## src/rtl/minute_counter.sv

```systemverilog
`default_nettype none
// ============================================================================
// Module   : minute_counter
// Purpose  : Minute stage of the alarm-clock timekeeping chain. Counts the
//            change_minute carry from the seconds stage in RUN mode and lets
//            debounced inc/dec buttons adjust the minutes in SET mode. Minutes
//            are held as two BCD digits (00..MAX_LEFT:MAX_RIGHT) for the
//            display mux. A one-cycle change_hour carry is sent to the hour
//            stage only on a RUN-mode wrap from MAX_LEFT:MAX_RIGHT to 00.
// Ports    :
//   clk            in   1  system clock, rising edge
//   rst            in   1  asynchronous reset, active low
//   change_minute  in   1  carry from seconds stage, counted on rising edge
//   set_en         in   1  1 = SET mode, 0 = RUN mode (level)
//   inc            in   1  button level, rising edge = +1 minute in SET
//   dec            in   1  button level, rising edge = -1 minute in SET
//   right_min      out  4  BCD units of minutes
//   left_min       out  4  BCD tens of minutes
//   change_hour    out  1  one-cycle carry pulse to the hour stage
// Revision : 1.0  initial release
// ============================================================================
module minute_counter #(
  parameter int MAX_LEFT  = 5,
  parameter int MAX_RIGHT = 9
) (
  input  logic       clk,
  input  logic       rst,
  input  logic       change_minute,
  input  logic       set_en,
  input  logic       inc,
  input  logic       dec,
  output logic [3:0] right_min,
  output logic [3:0] left_min,
  output logic       change_hour
);

  localparam logic [3:0] C_MAX_LEFT  = 4'(MAX_LEFT);
  localparam logic [3:0] C_MAX_RIGHT = 4'(MAX_RIGHT);

  // --------------------------------------------------------------------------
  // State
  // --------------------------------------------------------------------------
  logic [3:0] r_right;
  logic [3:0] r_left;
  logic       r_change_hour;

  // Edge-detect history. These come out of reset high so that an input which
  // is already asserted when reset is released is not mistaken for an edge.
  logic       r_cm_hist;
  logic       r_inc_hist;
  logic       r_dec_hist;

  // --------------------------------------------------------------------------
  // Rising-edge events
  // --------------------------------------------------------------------------
  logic w_cm_ev;
  logic w_inc_ev;
  logic w_dec_ev;

  assign w_cm_ev  = change_minute & ~r_cm_hist;
  assign w_inc_ev = inc & ~r_inc_hist;
  assign w_dec_ev = dec & ~r_dec_hist;

  // --------------------------------------------------------------------------
  // Candidate increment / decrement values
  // --------------------------------------------------------------------------
  logic [3:0] w_up_right;
  logic [3:0] w_up_left;
  logic [3:0] w_dn_right;
  logic [3:0] w_dn_left;
  logic       w_at_max;

  assign w_at_max = (r_right == C_MAX_RIGHT) && (r_left == C_MAX_LEFT);

  always_comb begin
    w_up_right = r_right + 4'd1;
    w_up_left  = r_left;
    if (r_right == C_MAX_RIGHT) begin
      w_up_right = 4'd0;
      w_up_left  = (r_left == C_MAX_LEFT) ? 4'd0 : (r_left + 4'd1);
    end
  end

  always_comb begin
    w_dn_right = r_right - 4'd1;
    w_dn_left  = r_left;
    if (r_right == 4'd0) begin
      w_dn_right = C_MAX_RIGHT;
      w_dn_left  = (r_left == 4'd0) ? C_MAX_LEFT : (r_left - 4'd1);
    end
  end

  // --------------------------------------------------------------------------
  // Next-state selection
  // --------------------------------------------------------------------------
  logic [3:0] w_next_right;
  logic [3:0] w_next_left;
  logic       w_next_change_hour;

  always_comb begin
    w_next_right       = r_right;
    w_next_left        = r_left;
    w_next_change_hour = 1'b0;

    if (!set_en) begin
      // RUN: only the seconds carry counts; button edges are discarded.
      if (w_cm_ev) begin
        w_next_right       = w_up_right;
        w_next_left        = w_up_left;
        w_next_change_hour = w_at_max;
      end
    end else begin
      // SET: seconds carries are dropped, simultaneous inc+dec cancel out,
      // and a wrap never produces an hour carry.
      if (w_inc_ev && !w_dec_ev) begin
        w_next_right = w_up_right;
        w_next_left  = w_up_left;
      end else if (w_dec_ev && !w_inc_ev) begin
        w_next_right = w_dn_right;
        w_next_left  = w_dn_left;
      end
    end
  end

  // --------------------------------------------------------------------------
  // Registers
  // --------------------------------------------------------------------------
  always_ff @(posedge clk or negedge rst) begin
    if (!rst) begin
      r_right       <= 4'd0;
      r_left        <= 4'd0;
      r_change_hour <= 1'b0;
      r_cm_hist     <= 1'b1;
      r_inc_hist    <= 1'b1;
      r_dec_hist    <= 1'b1;
    end else begin
      r_right       <= w_next_right;
      r_left        <= w_next_left;
      r_change_hour <= w_next_change_hour;
      r_cm_hist     <= change_minute;
      r_inc_hist    <= inc;
      r_dec_hist    <= dec;
    end
  end

  assign right_min   = r_right;
  assign left_min    = r_left;
  assign change_hour = r_change_hour;

endmodule
`default_nettype wire
```

## config.mk

```make
export PLATFORM = sky130hd
export DESIGN_NAME = minute_counter
export DESIGN_NICKNAME = d
export VERILOG_FILES = /design/src/rtl/minute_counter.sv
export SDC_FILE = /design/constraint.sdc
export NUM_CORES = 1
export LEC_CHECK = 0
export ABC_CLOCK_PERIOD_IN_PS = 1900
export BUFFER_PORTS_ARGS = -buffer_cell sky130_fd_sc_hd__buf_2
export CAP_MARGIN = 20
export CORE_MARGIN = 2
export CORE_UTILIZATION = 52
export CTS_CLUSTER_SIZE = 10
export DETAILED_ROUTE_END_ITERATION = 10
export PLACE_DENSITY_LB_ADDON = 0.2
export SYNTH_ARGS = -nofsm -noshare
export SYNTH_HDL_FRONTEND = slang
export SYNTH_SLANG_ARGS = --single-unit
```

## constraint.sdc

```tcl
create_clock -name clk -period 1.9 [get_ports clk]
set_input_delay 0.285 -clock clk [delete_from_list [all_inputs] [get_ports clk]]
set_output_delay 0.285 -clock clk [all_outputs]
set_load 0.01 [all_outputs]
```

==> results of run 1 <==
layer usage:
| layer | global-route usage (%) | vias to the layer above |
|---|---|---|
| met5 | 0 | - |
| met4 | 5.63 | 0 |
| met3 | 6.90 | 4 |
| met2 | 28.9 | 19 |
| met1 | 24.3 | 289 |
| li1 | - | 337 |
layout make-up:
cell class	count	area (um2)	area share, %
multi-input cells	64	423	47.7
inverters	1	3.75	0.424
clock buffers	4	26.3	2.97
well taps	15	18.8	2.12
repair buffers	19	110	12.4
flip-flops and latches	12	304	34.3
power by group:
part / internal [mW] / switching (mW) / leakage (nW)
Clock: 0.0814 / 0.0769 / 0.0150
Sequential: 0.336 / 0.147 / 0.137
Combinational: 0.251 / 0.246 / 0.220
worst max-delay path: cells and delay by family (launching register included):
| kind | cells | cell delay (ns) |
|---|---|---|
| muxes | 1 | 0.27 |
| xor gates and xnor gates | 1 | 0.19 |
| DFF | 1 | 0.51 |
| and+or+nand+nor | 1 | 0.20 |
| AOI/OAI and AO/OA | 2 | 0.45 |
placed cells by master (no fill, tap or decap), drive strengths merged, types with 3 or more instances in the layout:
master	Yosys	layout
o21ai	11	11
nand2b	3	3
dfrtp	9	9
nor2	8	8
dfstp	3	3
a21oi	6	6
clkbuf	2	4
nor3	5	5
a31oi	4	4
buf	4	18
xnor2	3	3
kinds of logic (layout without fill, tap and decap cells):
logic type | Yosys count | count (layout) | synth area share, %
buffers and inverters | 7 | 24 | 5.22
XOR/XNOR | 5 | 5 | 5.71
flip-flops | 12 | 12 | 39.6
multiplexers | 1 | 1 | 1.96
AND/OR/NAND/NOR | 31 | 31 | 25.8
AO/OA/AOI/OAI | 27 | 27 | 21.7
metrics by stage:
stage | utilization, % | hold WS [ns]
final | 66.4 | 0.122
after global routing | 66.4 | 0.113
after floorplan | - | -0.0106
after CTS | 66.4 | 0.117
after detailed placement | 63.7 | 0.169
after global placement | 63.7 | 0.171
registers in the layout, indices dropped and copies added, names as in the netlist:
register	cells
r_inc_hist	1
left_min	4
change_hour	1
r_cm_hist	1
r_dec_hist	1
right_min	4
worst paths after layout:
path	start	to	slack, ns	cells after the start
setup reg to reg	r_dec_hist$_DFF_PN1_	left_min[1]$_DFFE_PN0P_	0.18	5
setup / recovery	r_dec_hist$_DFF_PN1_	left_min[1]$_DFFE_PN0P_	0.18	5
hold / removal	dec	r_dec_hist$_DFF_PN1_	0.12	1
max in group asynchronous	rst	r_dec_hist$_DFF_PN1_	1.22	2
min in group asynchronous	rst	change_hour$_DFF_PN0_	0.41	2
hold reg to reg	right_min[0]$_DFFE_PN0P_	right_min[0]$_DFFE_PN0P_	0.58	1
==> results_tabular.tex, run 1 <==
\begin{tabular}{lr}
\hline
Metric & Value \\
\hline
\multicolumn{2}{l}{\textbf{Outcome}} \\
Run status & finished clean \\
\multicolumn{2}{l}{\textbf{Synth}} \\
Total standard cell area after synthesis & 767 um2 \\
Part of the Yosys area used for sequential elements & 39.6\% \\
Synth area leaders & sky130\_fd\_sc\_hd\_\_dfrtp\_1, sky130\_fd\_sc\_hd\_\_dfstp\_2, sky130\_fd\_sc\_hd\_\_o21ai\_0 \\
EDFF count, synth & 0 \\
Count of different cell masters after synthesis & 36 \\
Yosys warns & 0 \\
Post-Syn Instances & 83 \\
Area share of the leading cell type in the synthesized netlist & 29.4\% \\
Async set-reset flop share out of synthesis & 100\% \\
Top FF cell, synth & sky130\_fd\_sc\_hd\_\_dfrtp\_1 \\
Syn nets & 89 \\
Commonest cells in the netlist & sky130\_fd\_sc\_hd\_\_dfrtp\_1, sky130\_fd\_sc\_hd\_\_o21ai\_0, sky130\_fd\_sc\_hd\_\_nor2\_1 \\
Library cell with the largest summed area after synthesis & sky130\_fd\_sc\_hd\_\_dfrtp\_1 \\
\#FFs+latches synth & 12 \\
Post-synthesis average cell area & 9.24 um2 \\
\multicolumn{2}{l}{\textbf{Route}} \\
Total number of vias & 649 \\
Wire per inst & 12.5 um \\
Residual DRC count & 0 \\
Wire length on met2 & 650 um \\
Met1 Wirelength & 681 um \\
Wire length reported by the detailed router & 1.44 mm \\
Top routing layer used & met4 \\
Final ANT Viol Nets & 0 \\
Violation count after the first detailed-route iteration & 8 \\
Vias per Instance & 5.64 \\
Detailed Routing Iterations Pass 1 & 4 \\
Length of routed met3 wiring & 84 um \\
\multicolumn{2}{l}{\textbf{Global routing}} \\
Vias in the first global route & 589 \\
GRT Resource Usage Total & 18.7\% \\
Global-route wire length before repair & 2.56 mm \\
Initial antenna violation count & 0 \\
Sum of overflow across all layers after global routing & 0 \\
Largest net degree at the start of global routing & 13 \\
\multicolumn{2}{l}{\textbf{Timing}} \\
Final setup vio count & 0 \\
Setup TNS Final & 0 ns \\
Number of failing hold endpoints at the final stage & 0 \\
Max-slew headroom at the worst pin & 74.4\% \\
Post-route clock period utilization & 90.4\% \\
Min setup slack post-route & 0.183 ns \\
Transition time at the pin with the least slew margin & 0.384 ns \\
Slew Limit Fails & 0 \\
Clk\_skew & 0.00762 ns \\
Unrepaired setup endpoints after global routing & no \\
Max Clk Rate & 583 MHz \\
Fin crit period & 1.72 ns \\
\multicolumn{2}{l}{\textbf{Die}} \\
Top-level port count & 15 \\
Core Box Area & 1330 um2 \\
Overall die area & 1800 um2 \\
Die H & 42.4 um \\
Row count & 13 \\
Initial core utilization & 57.5\% \\
X dimension of the die & 42.4 um \\
\multicolumn{2}{l}{\textbf{Place}} \\
Placed standard-cell area & 850 um2 \\
Instance count after placement with tap cells included & 110 \\
Placed wire-length estimate & 1.10 mm \\
Worst Setup Slack post-DPL & 0.188 ns \\
\# port buffers & 14 \\
Routability cong. & 0.796 \\
\multicolumn{2}{l}{\textbf{Clocking}} \\
Count of instances resized after the clock tree is built & 0 \\
Clock-pin slew on the worst setup and hold paths & 0.07 ns \\
CTS tree & built \\
Clk Latency, worst-skew pair & 0.27 ns \\
TritonCTS Buffers & 3 \\
H-tree depth & 1 \\
Deepest clock path buffer count & 2 \\
Cell at the root of the clock tree & sky130\_fd\_sc\_hd\_\_clkbuf\_4 \\
Clock Sink Count & 12 \\
Cts hold-fix bufs & 1 \\
\# Post-CTS Setup Buffers & 0 \\
\multicolumn{2}{l}{\textbf{Finish}} \\
Layout-stage area growth over the synthesis result & 15.5\% \\
Filler cell count & 112 \\
NumNets Final & 107 \\
Antenna cells & 0 \\
Share of cells above drive strength 1 & 32.0\% \\
Final cell count without fillers & 115 \\
Area of all placed cells without fillers & 886 um2 \\
\multicolumn{2}{l}{\textbf{Hold path}} \\
Worst hold path type & input pin to register \\
\multicolumn{2}{l}{\textbf{Power and ir drop}} \\
Power per cell area & 1280 nW/um2 \\
Total power of the final layout & 1.14 mW \\
Cell leakage power & 0.372 nW \\
Worst voltage drop across the vdd grid & 559 uV \\
\multicolumn{2}{l}{\textbf{Worst setup path}} \\
Nature of the critical path startpoint & register \\
Worst-path cell chain & and2b\_4 -> o21ai\_2 -> xnor2\_1 -> a21oi\_1 -> mux2\_4 \\
Data arrival time of the critical path & 1.88 ns \\
Delay of the slowest cell on the worst path & 0.51 ns \\
Required time at the endpoint of the critical path & 2.06 ns \\
Sort of element at the end of the critical path & register \\
Setup CP Type & register to register \\
Slowest cell on crit path & sky130\_fd\_sc\_hd\_\_dfstp\_2 \\
Largest fanout on the critical path & 10 \\
\multicolumn{2}{l}{\textbf{Run}} \\
Maxcap violations & 0 \\
\hline
\end{tabular}
No activity file was read; power rests on OpenSTA's default activity.
==> inputs of run 2 (changes only) <==
--- a/config.mk
+++ b/config.mk
@@ -5,11 +5,12 @@
 export SDC_FILE = /design/constraint.sdc
 export NUM_CORES = 1
 export LEC_CHECK = 0
+export ABC_AREA = 1
 export ABC_CLOCK_PERIOD_IN_PS = 1900
 export BUFFER_PORTS_ARGS = -buffer_cell sky130_fd_sc_hd__buf_2
 export CAP_MARGIN = 20
 export CORE_MARGIN = 2
-export CORE_UTILIZATION = 52
+export CORE_UTILIZATION = 53
 export CTS_CLUSTER_SIZE = 10
 export DETAILED_ROUTE_END_ITERATION = 10
 export PLACE_DENSITY_LB_ADDON = 0.2
==> run 2 against run 1 <==
  * Design area is 7.1% higher
  * First-iteration DRC count rose to 3.1 times the previous value
  * Via count grew 24%
  * Maximum frequency up 26%
  * Die area rose by 4.1%
  * Sequential power shrank 1%
  * Clock power increased by 37%
  * Setup slack better by 0.36 ns
  * Critical path type unchanged
==> results_tabular.tex, run 2 <==
\begin{tabular}{lr}
\hline
Metric & Value \\
\hline
\multicolumn{2}{l}{\textbf{Timing}} \\
Unrepaired setup endpoints after global routing & no \\
Max Clk Rate & 736 MHz (+26\%) \\
Clk\_skew & 0.00515 ns (-0.00248 ns) \\
Slew Limit Fails & 0 (unchanged) \\
Max-slew headroom at the worst pin & 81.8\% (+7.4 points) \\
Number of failing hold endpoints at the final stage & 0 (unchanged) \\
Setup TNS Final & 0 ns (unchanged) \\
Final setup vio count & 0 (unchanged) \\
Fin crit period & 1.36 ns (-0.357 ns) \\
Transition time at the pin with the least slew margin & 0.273 ns (-0.111 ns) \\
Min setup slack post-route & 0.540 ns (+0.357 ns) \\
Post-route clock period utilization & 71.6\% (-19 points) \\
\multicolumn{2}{l}{\textbf{Synth}} \\
Syn nets & 123 (+38\%) \\
Library cell with the largest summed area after synthesis & sky130\_fd\_sc\_hd\_\_dfrtp\_1 \\
Post-synthesis average cell area & 6.98 um2 (-24\%) \\
Post-Syn Instances & 117 (+41\%) \\
Async set-reset flop share out of synthesis & 100\% (unchanged) \\
Count of different cell masters after synthesis & 22 (-39\%) \\
Top FF cell, synth & sky130\_fd\_sc\_hd\_\_dfrtp\_1 \\
Commonest cells in the netlist & sky130\_fd\_sc\_hd\_\_nand2\_1, sky130\_fd\_sc\_hd\_\_inv\_1, sky130\_fd\_sc\_hd\_\_nor2\_1 \\
Cell with the most instances after synthesis & sky130\_fd\_sc\_hd\_\_nand2\_1 \\
\#FFs+latches synth & 12 (unchanged) \\
Yosys warns & 0 (unchanged) \\
Synth area leaders & sky130\_fd\_sc\_hd\_\_dfrtp\_1, sky130\_fd\_sc\_hd\_\_nand2\_1, sky130\_fd\_sc\_hd\_\_dfstp\_2 \\
Area share of the leading cell type in the synthesized netlist & 27.6\% (-1.8 points) \\
Total standard cell area after synthesis & 817 um2 (+6.5\%) \\
EDFF count, synth & 0 (unchanged) \\
Part of the Yosys area used for sequential elements & 37.2\% (-2.4 points) \\
\multicolumn{2}{l}{\textbf{Power and ir drop}} \\
Power per cell area & 1410 nW/um2 (+9.8\%) \\
Total power of the final layout & 1.34 mW (+18\%) \\
Cell leakage power & 0.498 nW (+34\%) \\
Worst voltage drop across the vdd grid & 947 uV (+69\%) \\
\multicolumn{2}{l}{\textbf{Die}} \\
Top-level port count & 15 (unchanged) \\
X dimension of the die & 43.3 um (+2.0\%) \\
Die H & 43.3 um (+2.0\%) \\
Overall die area & 1870 um2 (+4.1\%) \\
Row count & 14 (+1) \\
Initial core utilization & 55.5\% (-2.0 points) \\
Core Box Area & 1470 um2 (+10\%) \\
\multicolumn{2}{l}{\textbf{Clocking}} \\
Count of instances resized after the clock tree is built & 0 (unchanged) \\
Clk Latency, worst-skew pair & 0.28 ns (about the same) \\
Deepest clock path buffer count & 2 (unchanged) \\
H-tree depth & 1 (unchanged) \\
\# Post-CTS Setup Buffers & 0 (unchanged) \\
Clock-pin slew on the worst setup and hold paths & 0.09 ns (+0.02 ns) \\
Cell at the root of the clock tree & sky130\_fd\_sc\_hd\_\_clkbuf\_4 \\
TritonCTS Buffers & 3 (unchanged) \\
Clock Sink Count & 12 (unchanged) \\
Cts hold-fix bufs & 1 (unchanged) \\
CTS tree & built \\
\multicolumn{2}{l}{\textbf{Finish}} \\
Most common cell after layout, fill and taps aside & sky130\_fd\_sc\_hd\_\_nand2\_1 \\
Most frequent cells in the layout & sky130\_fd\_sc\_hd\_\_nand2\_1, sky130\_fd\_sc\_hd\_\_buf\_2, sky130\_fd\_sc\_hd\_\_inv\_1, sky130\_fd\_sc\_hd\_\_nor2\_1, sky130\_fd\_sc\_hd\_\_nand3\_1 \\
Multi-input gate area in the final layout & 444 um2 (+5.0\%) \\
Antenna cells & 0 (unchanged) \\
Layout-stage area growth over the synthesis result & 16.1\% \\
Sequential cell area & 304 um2 (unchanged) \\
NumNets Final & 142 (+33\%) \\
Final cell count without fillers & 151 (+31\%) \\
Share of cells above drive strength 1 & 27.4\% (-4.6 points) \\
Filler cell count & 141 (+26\%) \\
\multicolumn{2}{l}{\textbf{Place}} \\
Worst Setup Slack post-DPL & 0.552 ns (+0.364 ns) \\
Routability cong. & 0.922 (+16\%) \\
Instance count after placement with tap cells included & 146 (+33\%) \\
\# port buffers & 14 (unchanged) \\
Placed wire-length estimate & 1.29 mm (+17\%) \\
\multicolumn{2}{l}{\textbf{Worst setup path}} \\
Setup CP Type & register to register \\
Required time at the endpoint of the critical path & 2.12 ns (+0.06 ns) \\
Largest fanout on the critical path & 6 (-4) \\
Data arrival time of the critical path & 1.58 ns (-0.30 ns) \\
Sort of element at the end of the critical path & register \\
Nature of the critical path startpoint & register \\
\multicolumn{2}{l}{\textbf{Hold path}} \\
Worst hold path type & input pin to register \\
\multicolumn{2}{l}{\textbf{Route}} \\
Violation count after the first detailed-route iteration & 25 (+17) \\
Residual DRC count & 0 (unchanged) \\
Total number of vias & 802 (+24\%) \\
Wire per inst & 11.5 um (-8.2\%) \\
Final ANT Viol Nets & 0 (unchanged) \\
Vias per Instance & 5.31 (-5.9\%) \\
Detailed Routing Iterations Pass 1 & 4 (unchanged) \\
Wire length reported by the detailed router & 1.73 mm (+21\%) \\
\multicolumn{2}{l}{\textbf{Global routing}} \\
GRT Resource Usage Total & 21.1\% (+2.3 points) \\
Largest net degree at the start of global routing & 13 (unchanged) \\
Initial antenna violation count & 0 (unchanged) \\
Global-route wire length before repair & 2.96 mm (+16\%) \\
Vias in the first global route & 699 (+19\%) \\
Sum of overflow across all layers after global routing & 0 (unchanged) \\
\multicolumn{2}{l}{\textbf{Outcome}} \\
Run status & finished clean \\
\multicolumn{2}{l}{\textbf{Run}} \\
Maxcap violations & 0 (unchanged) \\
\hline
\end{tabular}
==> run 2: changes by cell type in the layout (fill, tap and decap cells not counted), sizes merged, moves of 5 or more <==
| cell | delta |
|---|---|
| nor3 | -5 |
| nand3 | +10 |
| nor2 | +6 |
| nand2 | +36 |
| inv | +16 |
==> run 2: stage by stage <==
stage | utilization [%] | cell area (um2) | hold slack, ns
after floorplan | - | 817 | -0.0106
after global placement | 61.3 | 902 | 0.182
after detailed placement | 61.3 | 902 | 0.189
after CTS | 64.5 | 948 | 0.109
after global routing | 64.5 | 948 | 0.113
final | 64.5 | 948 | 0.101
==> run 2: power breakdown <==
| part | total [mW] | internal, mW | switching, mW |
|---|---|---|---|
| registers | 0.478 | 0.345 | 0.133 |
| logic | 0.644 | 0.243 | 0.401 |
| clock network | 0.216 | 0.117 | 0.0998 |
==> run 2: critical path, cell delays in order (launching register included) <==
cell and delay [ns]:
sky130_fd_sc_hd__dfstp_2 0.53, sky130_fd_sc_hd__inv_2 0.03, sky130_fd_sc_hd__nand2_1 0.12, sky130_fd_sc_hd__nand2_2 0.10, sky130_fd_sc_hd__nand3_1 0.10, sky130_fd_sc_hd__nand2_2 0.10
sky130_fd_sc_hd__nor2_1 0.17, sky130_fd_sc_hd__nand3_1 0.09, sky130_fd_sc_hd__nand2_1 0.06
==> run 2: cell families after synthesis <==
| family | Yosys count | synth area share [%] |
|---|---|---|
| and+or+nand+nor | 67 | 39.1 |
| AOI/OAI and AO/OA | 18 | 13.2 |
| buffers and inverters | 18 | 8.42 |
| DFF | 12 | 37.2 |
| xor gates and xnor gates | 2 | 2.14 |
==> run 2: final cells by class <==
cell class	instances	share of cell area, %
flip-flops and latches	12	32.1
inverters	17	6.73
well taps	16	2.11
clock buffers	4	3.83
multi-input cells	87	46.8
repair buffers	15	8.44
==> run 2: layer usage <==
metal	GRT usage (%)	vias up	wire, um
li1	-	409	-
met1	29.1	357	816
met2	32.8	30	770
met3	3.83	6	103
met4	7.27	0	40
met5	0	-	0
==> run 2: path summary, 6_finish.rpt <==
path | start | end | slack (ns) | depth (start not counted)
worst min-delay path | change_minute | r_cm_hist$_DFF_PN1_ | 0.10 | 1
worst min register to register | left_min[1]$_DFFE_PN0P_ | left_min[1]$_DFFE_PN0P_ | 0.58 | 2
max in group asynchronous | rst | r_dec_hist$_DFF_PN1_ | 1.20 | 2
worst max register to register | r_dec_hist$_DFF_PN1_ | left_min[1]$_DFFE_PN0P_ | 0.54 | 8
worst max-delay path | r_dec_hist$_DFF_PN1_ | left_min[1]$_DFFE_PN0P_ | 0.54 | 8
min in group asynchronous | rst | change_hour$_DFF_PN0_ | 0.43 | 2
